[src/rtl/pipeline_memp_stage_n.sv]
// pipeline_memp_stage_n: memory-prepare stage decoding NUM_TGT regions and issuing valid/ready target requests.
// Optional alignment trap enabled by defining MEMP_MISALIGN_TRAP_EN.
module pipeline_memp_stage_n #(
    parameter int XLEN = 64,
    parameter int NUM_TGT = 2,
    parameter logic [NUM_TGT*XLEN-1:0] TGT_BASE = {64'h8000_0000, 64'h0},
    parameter logic [NUM_TGT*XLEN-1:0] TGT_MASK = {2{64'hFFFF_FFFF_8000_0000}}
) (
    input  logic               clk,
    input  logic               reset,
    input  logic               stall_in,
    input  logic               flush,
    input  logic               in_valid,
    output logic               in_ready,
    input  logic [XLEN-1:0]    pc_in,
    input  logic               rf_wr_en_in,
    input  logic [1:0]         rf_wr_sel_in,
    input  logic [XLEN-1:0]    alu_result_in,
    input  logic [2:0]         dm_rd_ctrl_in,
    input  logic [2:0]         dm_wr_ctrl_in,
    input  logic [XLEN-1:0]    wdata_in,
    input  logic [4:0]         rd_in,
    output logic [NUM_TGT-1:0] tgt_req_valid,
    input  logic [NUM_TGT-1:0] tgt_req_ready,
    output logic [XLEN-1:0]    tgt_addr,
    output logic [XLEN-1:0]    tgt_wdata,
    output logic [2:0]         tgt_rd_ctrl,
    output logic [2:0]         tgt_wr_ctrl,
    output logic               out_valid,
    output logic [XLEN-1:0]    pc_out,
    output logic [XLEN-1:0]    alu_result_out,
    output logic [1:0]         rf_wr_sel_out,
    output logic               rf_wr_en_out,
    output logic [4:0]         rd_out,
    output logic [NUM_TGT-1:0] tgt_sel_out,
    output logic               fault_out,
    output logic               misalign_out
);
    typedef enum logic {IDLE, WAIT} state_t;
    state_t state;
    logic killed, mem, nohit, mis, kill_now;
    logic [NUM_TGT-1:0] sel;

    assign in_ready = reset && state == IDLE && !stall_in;
    assign kill_now = killed || flush;

    // descending scan so the lowest matching index is the final assignment
    always_comb begin
        mem = |{dm_rd_ctrl_in, dm_wr_ctrl_in};
        sel = '0;
        for (int i = NUM_TGT - 1; i >= 0; i--)
            if (mem && (alu_result_in & TGT_MASK[i*XLEN +: XLEN]) == TGT_BASE[i*XLEN +: XLEN])
                sel = NUM_TGT'(1) << i;
        nohit = mem && sel == '0;
    end

`ifdef MEMP_MISALIGN_TRAP_EN
    logic [2:0] lsb;
    always_comb begin
        lsb = dm_rd_ctrl_in != 3'd0
            ? (dm_rd_ctrl_in == 3'd7 ? 3'd7 : dm_rd_ctrl_in >= 3'd5 ? 3'd3 : dm_rd_ctrl_in >= 3'd3 ? 3'd1 : 3'd0)
            : (dm_wr_ctrl_in >= 3'd4 ? 3'd7 : dm_wr_ctrl_in == 3'd3 ? 3'd3 : dm_wr_ctrl_in == 3'd2 ? 3'd1 : 3'd0);
        mis = |(alu_result_in[2:0] & lsb);
    end
`else
    assign mis = 1'b0;
`endif

    always_ff @(posedge clk or negedge reset) begin
        if (!reset) begin
            state          <= IDLE;
            killed         <= 1'b0;
            tgt_req_valid  <= '0;
            tgt_addr       <= '0;
            tgt_wdata      <= '0;
            tgt_rd_ctrl    <= '0;
            tgt_wr_ctrl    <= '0;
            out_valid      <= 1'b0;
            pc_out         <= '0;
            alu_result_out <= '0;
            rf_wr_sel_out  <= '0;
            rf_wr_en_out   <= 1'b0;
            rd_out         <= '0;
            tgt_sel_out    <= '0;
            fault_out      <= 1'b0;
            misalign_out   <= 1'b0;
        end else if (state == IDLE) begin
            if (!stall_in) begin
                out_valid <= 1'b0;
                if (in_valid && !flush) begin
                    pc_out         <= pc_in;
                    alu_result_out <= alu_result_in;
                    rf_wr_sel_out  <= rf_wr_sel_in;
                    rd_out         <= rd_in;
                    tgt_sel_out    <= sel;
                    rf_wr_en_out   <= rf_wr_en_in && !mis && !nohit;
                    misalign_out   <= mis;
                    fault_out      <= !mis && nohit;
                    killed         <= 1'b0;
                    if (mem && !mis && !nohit) begin
                        tgt_req_valid <= sel;
                        tgt_addr      <= alu_result_in;
                        tgt_wdata     <= wdata_in;
                        tgt_rd_ctrl   <= dm_rd_ctrl_in;
                        tgt_wr_ctrl   <= dm_wr_ctrl_in;
                        state         <= WAIT;
                    end else begin
                        out_valid <= 1'b1;
                    end
                end
            end
        end else begin
            if (flush)
                killed <= 1'b1;
            // request is never withdrawn; a flushed entry completes silently
            if (|(tgt_req_valid & tgt_req_ready)) begin
                tgt_req_valid <= '0;
                tgt_rd_ctrl   <= '0;
                tgt_wr_ctrl   <= '0;
                out_valid     <= !kill_now;
                if (kill_now)
                    rf_wr_en_out <= 1'b0;
                state <= IDLE;
            end
        end
    end
endmodule
[config.mk]
export PLATFORM = sky130hd
export DESIGN_NAME = pipeline_memp_stage_n
export DESIGN_NICKNAME = d
export VERILOG_FILES = /design/src/rtl/pipeline_memp_stage_n.sv
export SDC_FILE = /design/constraint.sdc
export NUM_CORES = 1
export LEC_CHECK = 0
export ABC_AREA = 0
export CAP_MARGIN = 20
export CORE_AREA = 4 4 189 191
export DETAILED_ROUTE_END_ITERATION = 12
export DIE_AREA = 0 0 193 195
export PLACE_DENSITY = 0.72
export SLEW_MARGIN = 25
export SYNTH_ARGS = -nofsm -noshare
export SYNTH_HDL_FRONTEND = slang
export SYNTH_SLANG_ARGS = --single-unit
[constraint.sdc]
create_clock -name clk -period 2.15 [get_ports clk]
set_clock_uncertainty 0.2 [all_clocks]
set_input_delay 0.43 -clock clk [delete_from_list [all_inputs] [get_ports clk]]
set_output_delay 0.43 -clock clk [all_outputs]
set_load 0.02 [all_outputs]
### Word level (Yosys, flattened, before mapping)

Cells that the tools add are included.

| operators by class | value |
|---|---|
| $add $sub $neg | 0 |
| $mul | 0 |
| divide/modulo/power cells | 0 |
| magnitude comparators | 0 |
| equal/unequal tests | 5 |
| shift operators | 0 |
| muxes and demuxes | 35 |
| bitwise operators | 3 |
| reduce and logical (&&, ||, !) cells | 25 |

Operators by type and width:

| cell | number |
|---|---|
| 64-bit zero test | 1 |
| 33-bit by 1-bit equality test with 1-bit output (second input constant) | 1 |
| 3-bit 2-to-1 mux | 9 |
| 1-bit 2-to-1 mux | 19 |
| 2-bit 2-to-1 mux | 7 |
| 4-bit AND reduction | 3 |
| 1-bit logical AND | 8 |
| 2-bit by 1-bit inequality test with 1-bit output (second input constant) | 3 |
| 3-bit AND reduction | 2 |
| 6-bit OR reduction | 1 |
| 1-bit zero test | 4 |
| 2-bit nonzero test | 2 |
| 2-bit bitwise AND | 1 |
| 2-bit zero test | 1 |
| 2-bit inequality test (second input constant) | 1 |
| 1-bit NOT | 2 |
| 2-bit AND reduction | 1 |
| 2-bit OR reduction | 1 |
| 1-bit logical OR | 1 |

| storage, ports and cells | value |
|---|---|
| register bits after elaboration | 278 |
| bits in latches | 0 |
| RAM bits | 0 |
| ROM bits | 0 |
| bits of input ports | 213 |
| output and inout port bits | 278 |
| word-level logic and storage cells | 83 |
| memories kept | 0 |

### Depth between registers and ports, before layout

Gate-level depths: netlist (run 1).

| logic depth | value |
|---|---|
| word-level depth | 12 |
| mapped depth | 8 |
| mapped depth without buffers | 5 |

### Worst setup path after synthesis (run 1)

OpenSTA, ideal clock, no wires.

| timing | value |
|---|---|
| path kind | input -> register |
| start | in flush |
| end | reg tgt_addr[61] |
| setup time | 119 ps |
| arrival | 2013 ps |
| data required time | 1831 ps |
| setup slack | -182 ps |
| stages on the path | 7 |
| buffers on the path | 3 |
| path through | nand2b_1 or3_1 buf_6 or4_4 buf_6 buf_6 and2_1 |

| between the ends | value |
|---|---|
| cells in the longest elaborated chain, start to end | 3 |

Ends and longest elaborated chain:

| element | line | source |
|---|---|---|
| start: declaration | 12 | `input logic flush,` |
| 1-bit zero test | 90 | `if (in_valid && !flush) begin` |
| 1-bit logical AND | 90 |  |
| 4-bit AND reduction (no source line) | -- |  |
| end signal: assignment | 102 | `tgt_addr <= alu_result_in;` |
| end: declaration | 25 | `output logic [XLEN-1:0] tgt_addr,` |

Every way passes these cells.
A chain may end at the register's enable or synchronous reset.

### Final worst setup path (run 1)

| timing | value |
|---|---|
| start | in alu_result_in[50] |
| end | reg tgt_wdata[29] |

| between the ends | value |
|---|---|
| cells in the longest elaborated chain, start to end | 9 |
| elaborated cells on any way between the ends | 11 |
| classes of those cells | eq/ne (1); mux (2); reduce/logical (8) |

Ends and longest elaborated chain:

| element | line | source |
|---|---|---|
| start: declaration | 18 | `input logic [XLEN-1:0] alu_result_in,` |
| 33-bit by 1-bit equality test with 1-bit output | 52 | `if (mem && (alu_result_in & TGT_MASK[i*XLEN +: XLEN]) == TGT_BASE[i*XLEN +: XLEN])` |
| 1-bit logical AND | 52 |  |
| 2-bit 2-to-1 mux | 52 |  |
| 2-bit 2-to-1 mux * | 52 |  |
| 2-bit zero test * | 54 | `nohit = mem && sel == '0;` |
| 1-bit logical AND * | 54 |  |
| 1-bit zero test * | 100 | `if (mem && !mis && !nohit) begin` |
| 1-bit logical AND * | 100 |  |
| 4-bit AND reduction (no source line) * | -- |  |
| end signal: assignment | 103 | `tgt_wdata <= wdata_in;` |
| end: declaration | 26 | `output logic [XLEN-1:0] tgt_wdata,` |

Every way passes the cells marked *; elsewhere a longest branch is shown, timed or not.

==> impl_metrics.toml, run 1 <==
[outcome]
status = "complete, but fails checks"
violations = "setup timing"

[global_route]
grt_max_degree = 155
grt_overflow = 0
track_usage_pct = 19.9
antenna_found_initial = 4
grt_pass1_wl_mm = 58.4
grt_pass1_vias = 10029

[worst_setup_path]
r2r-end = "tgt_wdata[29]$_DFFE_PN0P_"
cp-start-kind = "input pin"
critPathSlowestCell = "or4_4"
required_ps = 2410
crit_path_frequent_cell = "nand2_1"
crit_cells = 10
critPathKind = "input pin to flop"
cp_cell_sequence = "clkdlybuf4s15_2 -> nor4_4 -> nand4_1 -> buf_4 -> or4_4 -> buf_12 -> buf_16 -> clkbuf_16 -> nand2_1 -> nand2_1"
max_stage_delay_ps = 580
cp.buffers_inverters = 5
r2r-start = "state$_DFF_PN0_"
r2r_setup_slack_ps = -90
cp-end-kind = "flop"
rr_worst_depth = 7
crit_fanout = 8
critical_path.top_delay_family = "simple AND/OR/NAND/NOR gates"
cp.arrival_ps = 2520

[placed_design]
io_buffers = 489
place_congestion = 0.835
hpwl_mm = 27.3

[power]
leakagePower_nw = 9.91
power_mw = 13.0
max-vdd-ir-drop_mv = 0.809
power.density_mw_per_mm2 = 733

[synth]
yosys.area.top_type = "dfrtp_1"
netlist_instances = 1111
synthSimpleGateAreaFrac_pct = 28.6
ys_warn_count = 0
yosys_register_bits = 278
synth.mux.area_fraction_pct = 0
synth_top_area_share_pct = 66.7
synth_area_mm2 = 0.0104
synth_xor_area_share_pct = 0
synth_top_family_by_area = "simple AND/OR/NAND/NOR gates"
syn_avg_cell_area_um2 = 9.39
yosys.area_share.adder_pct = 0
synth_area_leaders = "dfrtp_1, nand2_1, and2_1"
synth_cell_types = 30
syn_nets = 1324
yosysSeqAreaShare_pct = 66.7
synth_compound_area_share_pct = 1.50

[layout]
fin_nets = 1881
fillers = 3089
area_delta_synth_final_pct = 70.1
drive_gt1_share_pct = 13.9
postLayoutCoreUtil_pct = 52.0

[sta]
finalHoldViolations = 0
worstMarginPinSlew_ps = 945
slew_headroom_pct = 37.0
drv_slew = 0
max_freq_ghz = 0.441
setup_ws_ps = -116
tns_ps = -4430
fin_crit_ps = 2270
rsz0062_at_grt = "yes"
fin_crit_sh_pct = 105
holdWs_ps = 13.4
setup_viol = 57

[drt]
dr.pass1.iters = 5
drt-vias-per-instance = 4.51
drt-total-wl_mm = 39.8
drt-wirelength-per-cell_um = 18.5
antenna_left = 0
remaining_drc_errors = 0
drtIter0Drc = 401
num_vias = 9682

[clocking]
cts_buffers = 30
clock_latency_ps = 540
cts_buffer_depth = 3
path_clk_slew_ps = 60
htreeDepth = 1
clockRootBuffer = "clkbuf_16"
cts.sinks = 278
cts_tree = "yes"

[floorplanning]
die_x_um = 193
dieArea_mm2 = 0.0376
ios = 491
num_rows = 68
core_mm2 = 0.0341
die_y_um = 195
start_util_pct = 30.6

[hold_path]
hold_path_end = "alu_result_out[55]$_DFFE_PN0P_"
min_from = "alu_result_in[55]"
holdPathStages = 4
min_path_type = "input pin to flop"

[run]
drv_cap = 0
==> power by group <==
| part | switching (mW) | internal [mW] |
|---|---|---|
| logic | 1.28 | 0.943 |
| registers | 0.211 | 5.64 |
| clock network | 2.07 | 2.86 |
==> timing repair <==
action,CTS,global route
setup endpoints to repair,413,141
pin swaps,37,53
setup buffers,9,1
cloned,12,2
resized for setup,394,91
hold endpoints to repair,130,3
hold buffers,7,3
==> kinds of logic (layout without fill, tap and decap cells) <==
family                 Yosys count  count (layout)
AOI/OAI and AO/OA               19              19
buffers and inverters           59             636
DFF                            278             278
other                            1               5
and+or+nand+nor                754             754
==> area by class of cell <==
type	count	area, µm²	share of cell area (%)
Sequential cell	278	6960	39.2
Timing Repair Buffer	583	5710	32.2
Multi-Input combinational cell	774	3550	20.0
Clock buffer	45	897	5.05
Tap cell	455	569	3.21
Clock inverter	7	51.3	0.289
Antenna cell	4	10.0	0.0564
Inverter	1	3.75	0.0211
==> state kept, by name, summed over array words and instances (netlist names) <==
signal,count
alu_result_out,64
fault_out,1
killed,1
out_valid,1
pc_out,64
rd_out,5
rf_wr_en_out,1
rf_wr_sel_out,2
state,1
tgt_addr,64
tgt_rd_ctrl,3
tgt_req_valid,2
tgt_sel_out,2
tgt_wdata,64
tgt_wr_ctrl,3
==> tightest hold or removal path, delay by kind of cell <==
| kind | cells | cell delay, ps |
|---|---|---|
| buffers and inverters | 2 | 220 |
| and+or+nand+nor | 2 | 90 |
==> through the flow <==
step                      setup slack, ps  cell area (µm²)  instances
after floorplan                      -112            10400       1111
after global placement               -829            16200       2058
after detailed placement             -861            16200       2058
after CTS                           -77.7            17400       2138
after global routing                 -156            17700       2147
final                                -116            17700       2147
==> Yosys cell counts <==
cell type / n
nand2b_1: 1
or4_1: 1
o211ai_1: 1
o31ai_1: 1
buf_4: 1
nor3b_1: 2
or3_1: 1
nor4_1: 8
nand2_1: 699
o21ai_0: 4
clkbuf_1: 37
o2bb2ai_2: 1
inv_1: 1
buf_2: 6
a22oi_1: 2
and2_1: 32
nand3_1: 1
nor3_1: 2
a21bo_2: 1
nor4_4: 1
a22o_1: 8
nand4_1: 2
conb_1: 1
nor2_1: 2
buf_6: 13
buf_1: 1
nor3_2: 1
or4_4: 1
dfrtp_1: 278
o21bai_2: 1
==> placed cells by master (no fill, tap or decap), types with 3 or more instances in the layout <==
master / count
nand2_1: 638
dlygate4sd2_1: 288
dfrtp_1: 278
clkdlybuf4s50_1: 177
buf_4: 54
nand2_2: 36
clkbuf_16: 32
nand2_4: 25
and2_1: 19
buf_16: 14
and2_4: 13
buf_12: 11
clkdlybuf4s15_1: 10
clkbuf_8: 9
dlygate4sd3_1: 9
a22o_1: 8
clkbuf_1: 6
clkbuf_2: 6
nor4_2: 5
diode_2: 4
o21ai_0: 4
clkinv_2: 4
buf_6: 4
nor4_4: 3
nor3_2: 3
clkdlybuf4s15_2: 3
==> worst max path at each step <==
stage / start / to / slack, ps
floorplan: flush / tgt_addr[61]$_DFFE_PN0P_ / -110
global placement: alu_result_in[34] / tgt_addr[54]$_DFFE_PN0P_ / -830
detailed placement: alu_result_in[60] / tgt_addr[40]$_DFFE_PN0P_ / -860
CTS: state$_DFF_PN0_ / tgt_wdata[42]$_DFFE_PN0P_ / -80
global route: state$_DFF_PN0_ / tgt_addr[5]$_DFFE_PN0P_ / -160
finish: alu_result_in[50] / tgt_wdata[29]$_DFFE_PN0P_ / -120
==> routing by layer <==
| metal | global-route usage (%) | up-vias | share of wire (%) |
|---|---|---|---|
| met5 | 0 | - | 0 |
| met3 | 6.36 | 84 | 10 |
| met4 | 7.63 | 0 | 3.8 |
| li1 | - | 4539 | - |
| met2 | 34.3 | 447 | 48 |
| met1 | 23.0 | 4612 | 38 |
No activity file was read; power rests on OpenSTA's default activity.
==> inputs of run 2 (changes only) <==
--- a/config.mk
+++ b/config.mk
@@ -7,10 +7,11 @@
 export LEC_CHECK = 0
 export ABC_AREA = 0
 export CAP_MARGIN = 20
-export CORE_AREA = 4 4 189 191
+export CORE_AREA = 4 4 191 193
 export DETAILED_ROUTE_END_ITERATION = 12
-export DIE_AREA = 0 0 193 195
-export PLACE_DENSITY = 0.72
+export DIE_AREA = 0 0 195 197
+export DONT_BUFFER_PORTS = 1
+export PLACE_DENSITY = 0.52
 export SLEW_MARGIN = 25
 export SYNTH_ARGS = -nofsm -noshare
 export SYNTH_HDL_FRONTEND = slang
==> impl_metrics.toml, run 2 (synthesis gave the netlist of run 1 again) <==
[layout]
drive_gt1_share_pct = 7.27
fin_area_mm2 = 0.0142
fin_nets = 1543
layout_common_cells = "nand2_1, dfrtp_1, dlygate4sd3_1, clkbuf_16, and2_1"
area_delta_synth_final_pct = 36.3
mostFrequentLayoutCell = "nand2_1"
n_antenna_cell = 0
instances_no_fill = 1803

[power]
leakagePower_nw = 7.44
power.density_mw_per_mm2 = 864
max-vdd-ir-drop_mv = 0.599

[clocking]
cts_buffer_depth = 3
path_clk_slew_ps = 70
htreeDepth = 1
clockRootBuffer = "clkbuf_16"
cts.sinks = 278
ctsHoldBuffers = 209
cts_buffers = 29
clock_latency_ps = 540
cts_tree = "yes"

[drt]
drtIter0Drc = 285
dr.pass1.iters = 4
remaining_drc_errors = 0
antenna_left = 0
drt-total-wl_mm = 35.4
drt-vias-per-instance = 4.58
drt-wirelength-per-cell_um = 19.7
num_vias = 8253

[placed_design]
place_congestion = 0.815
dpl_cell_area_mm2 = 0.0111
io_buffers = 0
dp.cells = 1541
hpwl_mm = 23.5

[worst_setup_path]
cp_cell_sequence = "or3_4 -> or4_4 -> buf_16 -> nand2_1 -> nand2_1"
cp.arrival_ps = 2370
max_stage_delay_ps = 580
cp-end-kind = "flop"
cp-start-kind = "flop"
crit_fanout = 34
critPathSlowestCell = "or4_4"
critPathKind = "flop to flop"
required_ps = 2370
crit_path_frequent_cell = "nand2_1"
r2r_setup_slack_ps = -0.8

[sta]
holdWs_ps = -628
drv_slew = 0
worstMarginPinSlew_ps = 1020
fin_crit_sh_pct = 100
setup_ws_ps = -0.780
max_freq_ghz = 0.465
rsz0062_at_grt = "yes"
finalHoldViolations = 278
slew_headroom_pct = 31.9
fin_crit_ps = 2150
setup_viol = 2

[floorplanning]
ios = 491
dieArea_mm2 = 0.0384
die_x_um = 195
core_mm2 = 0.0345
start_util_pct = 30.2
num_rows = 68
die_y_um = 197

[outcome]
status = "complete, but fails checks"
violations = "hold timing, setup timing"

[hold_path]
min_path_type = "input pin to asynchronous set/reset pin"

[run]
drv_cap = 0

[global_route]
grt_pass1_vias = 8666
grt_pass1_wl_mm = 52.4
antenna_found_initial = 1
grt_overflow = 0
track_usage_pct = 17.0
grt_max_degree = 280
==> run 2: cell types whose count changed in the layout (fill, tap and decap cells not counted), moves of 10 or more <==
cell,previous run,this run
dlygate4sd3_1,9,209
dlygate4sd2_1,288,0
clkdlybuf4s50_1,177,0
buf_4,54,20
nand2_2,36,1
nand2_1,638,698
nand2_4,25,0
clkdlybuf4s15_1,10,0
buf_16,14,2
==> run 2: critical path, delay by kind of cell, from the launching register on <==
kind / cells / cell delay [ps]
buffers and inverters: 1 / 230
flip-flops: 1 / 400
AND/OR/NAND/NOR: 4 / 1170
==> run 2: final timing paths <==
check / start / endpoint / cells past startpoint
setup reg to reg: state$_DFF_PN0_ / tgt_wdata[50]$_DFFE_PN0P_ / 5
hold reg to reg: killed$_DFFE_PN0P_ / killed$_DFFE_PN0P_ / 1
min in group clk: tgt_req_ready[0] / state$_DFF_PN0_ / 3
setup / recovery: state$_DFF_PN0_ / tgt_wdata[50]$_DFFE_PN0P_ / 5
hold / removal: reset / alu_result_out[25]$_DFFE_PN0P_ / 0
max in group asynchronous: reset / pc_out[28]$_DFFE_PN0P_ / 0
==> run 2: cell type report <==
type	instances	area, µm²
Sequential cell	278	6960
Clock inverter	9	105
Timing Repair Buffer	246	2570
Inverter	1	3.75
Clock buffer	40	827
Fill cell	3286	20300
Tap cell	455	569
Multi-Input combinational cell	774	3190
==> run 2: timing repair <==
action,in CTS,in global routing
hold endpoints to repair,523,278
resized for setup,3,10
pin swaps,1,1
setup buffers,1,0
endpoints found under the setup margin,1,37
gates cloned,0,3
==> run 2: stage by stage <==
step	utilization, %	power [mW]	worst slack, ps	TNS (ps)
2_1_floorplan	-	6.84	-112	-6490
5_1_grt	41.2	12.8	-68.1	-3000
3_5_place_dp	32.1	7.08	-509	-64770
6_report	41.2	12.3	-0.780	-0.906
4_1_cts	40.9	12.5	-26.2	-26.2
3_3_place_gp	32.1	7.07	-512	-65500
==> run 2: layer usage <==
metal  up-vias  global-route usage (%)  part of all wire, %
met3        45                    6.84                   11
met5         -                       0                0.037
met2       435                    30.0                   51
met1      3938                    19.6                   36
met4         2                    3.57                  1.7
li1       3833                       -                    -
==> run 2: power by group <==
group	leakage, nW	internal [mW]	switching [mW]
Clock	0.459	2.90	2.04
Combinational	3.30	0.443	0.379
Sequential	3.68	5.64	0.884
Total	7.44	8.98	3.31
==> inputs of run 3 (changes only) <==
--- a/config.mk
+++ b/config.mk
@@ -5,13 +5,13 @@
 export SDC_FILE = /design/constraint.sdc
 export NUM_CORES = 1
 export LEC_CHECK = 0
-export ABC_AREA = 0
+export ABC_AREA = 1
 export CAP_MARGIN = 20
-export CORE_AREA = 4 4 191 193
+export CORE_AREA = 4 4 188 190
 export DETAILED_ROUTE_END_ITERATION = 12
-export DIE_AREA = 0 0 195 197
+export DIE_AREA = 0 0 192 194
 export DONT_BUFFER_PORTS = 1
-export PLACE_DENSITY = 0.52
+export PLACE_DENSITY = 0.54
 export SLEW_MARGIN = 25
 export SYNTH_ARGS = -nofsm -noshare
 export SYNTH_HDL_FRONTEND = slang
==> impl_metrics.toml, run 3 <==
[global_route]
grt_max_degree = 280
track_usage_pct = 16.5
grt_pass1_vias = 8736
grt_overflow = 0
antenna_found_initial = 0
grt_pass1_wl_mm = 49.6

[outcome]
violations = "hold timing"
status = "complete, but fails checks"

[drt]
remaining_drc_errors = 0
drt-wirelength-per-cell_um = 17.4
wl_met2_mm = 16.1
dr_wl_met3_mm = 3.69
top_layer = "met4"
antenna_left = 0
drt-total-wl_mm = 32.8
wl_met1_mm = 11.8
num_vias = 8504
drt-vias-per-instance = 4.51
drtIter0Drc = 457
dr.pass1.iters = 5

[worst_setup_path]
max_stage_delay_ps = 490
cp-start-kind = "flop"
critPathKind = "flop to output pin"
required_ps = 1520
cp-end-kind = "output pin"
cp.buffers_inverters = 1
critPathSlowestCell = "dfrtp_2"
crit_fanout = 9
cp.arrival_ps = 1460
critical_path.top_delay_family = "flip-flops"
cp_cell_sequence = "inv_4 -> nand2_1 -> nor2_4"

[synth]
netlist_instances = 1194
yosysMostFrequentCell = "nand2_1"
synth_top_area_share_pct = 64.4
syn_avg_cell_area_um2 = 9.05
synth_cell_types = 22
synth_area_leaders = "dfrtp_1, nand2_1, inv_1"
synth_area_mm2 = 0.0108
ys_async_sr_fraction_pct = 100
ys_warn_count = 0
yosysSeqAreaShare_pct = 64.4
syn_nets = 1407
yosys_register_bits = 278
synth_edf_count = 0
yosys.area.top_type = "dfrtp_1"
synthFlopType = "dfrtp_1"
ys_top_cells_by_count = "nand2_1, dfrtp_1, inv_1"

[power]
max-vdd-ir-drop_mv = 0.569
switchingPower_mw = 3.40
combPwrFrac_pct = 6.6
p_int_mw = 9.63
power_mw = 13.0
swShare_pct = 26.1
clockPowerShare_pct = 43.3
power_frac_seq_pct = 50.1
leakagePower_nw = 7.73
power.density_mw_per_mm2 = 890

[clocking]
htreeDepth = 1
cts.sinks = 278
ctsHoldBuffers = 211
cts_buffers = 30
clock_latency_ps = 560
path_clk_slew_ps = 70
clockRootBuffer = "clkbuf_16"
cts_tree = "yes"
cts_buffer_depth = 3

[placed_design]
place_congestion = 0.808
dpl_cell_area_mm2 = 0.0114
dp_slack_ps = 94.3
io_buffers = 0
dp.cells = 1617
hpwl_mm = 22.5

[sta]
fin_crit_sh_pct = 97.3
worstMarginPinSlew_ps = 768
slew_headroom_pct = 48.8
setup_viol = 0
max_freq_ghz = 0.478
drv_slew = 0
setup_ws_ps = 58.4
finalHoldViolations = 278
rsz0062_at_grt = "no"
fin_crit_ps = 2090
holdWs_ps = -620
tns_ps = 0

[layout]
area_delta_synth_final_pct = 35.5
layout_common_cells = "nand2_1, dfrtp_1, dlygate4sd3_1, inv_1, o21ai_1"
drive_gt1_share_pct = 6.82
instances_no_fill = 1885
mostFrequentLayoutCell = "nand2_1"
n_antenna_cell = 0
fin_nets = 1626
fin_area_mm2 = 0.0146
postLayoutCoreUtil_pct = 43.8

[hold_path]
min_path_type = "input pin to asynchronous set/reset pin"

[floorplanning]
start_util_pct = 32.3
ios = 491
die_x_um = 192
num_rows = 67
die_y_um = 194
dieArea_mm2 = 0.0372
core_mm2 = 0.0334

[run]
drv_cap = 0
==> run 3: cell type report <==
class                      instances  area, µm²
multi-input combinational        682       2870
sequential                       278       6960
fill                            3140      18800
clock buffer                      42        907
inverter                         178        676
tap                              448        561
clock inverter                    14        201
timing repair buffer             243       2460
==> run 3: final timing paths <==
path                                              start                          to  slack [ps]  cells past startpoint
min                                               reset   tgt_wdata[11]$_DFFE_PN0P_        -620                      0
max in group asynchronous                         reset      pc_out[16]$_DFFE_PN0P_        1730                      0
min in group clk                      alu_result_in[33]  tgt_sel_out[0]$_DFFE_PN0P_          40                      5
max                                     state$_DFF_PN0_                    in_ready          60                      3
min reg2reg                          killed$_DFFE_PN0P_          killed$_DFFE_PN0P_         310                      1
max reg2reg                tgt_req_valid[1]$_DFFE_PN0P_  tgt_wr_ctrl[1]$_DFFE_PN0P_         330                      7
==> run 3: timing repair <==
action | in CTS | in global routing
buffers inserted | 0 | 1
resized for setup | 4 | 3
setup endpoints to repair | 1 | 41
hold endpoints to repair | 520 | 278
pin swaps | 0 | 1
==> run 3: power by group through the flow <==
stage / clock (mW) / sequential (mW) / combinational [mW]
floorplan: 0 / 6.46 / 0.427
global placement: 0 / 6.61 / 0.507
detailed placement: 0 / 6.61 / 0.541
CTS: 5.79 / 6.52 / 0.850
global route: 6.00 / 6.56 / 0.987
finish: 5.64 / 6.52 / 0.860
==> run 3: logic make-up (layout without fill, tap and decap cells) <==
| logic type | after synthesis | after routing | share of synthesized area (%) |
|---|---|---|---|
| simple gates | 519 | 519 | 18.8 |
| flops | 278 | 278 | 64.4 |
| buf+inv | 234 | 477 | 9.17 |
| compound gates | 162 | 162 | 7.54 |
| other cells | 1 | 1 | 0.0347 |
==> run 3: routing by layer <==
metal	global-route usage, %	vias to the layer above
li1	-	4041
met1	18.4	3991
met2	28.8	409
met3	5.94	63
met4	6.13	0
met5	0	-
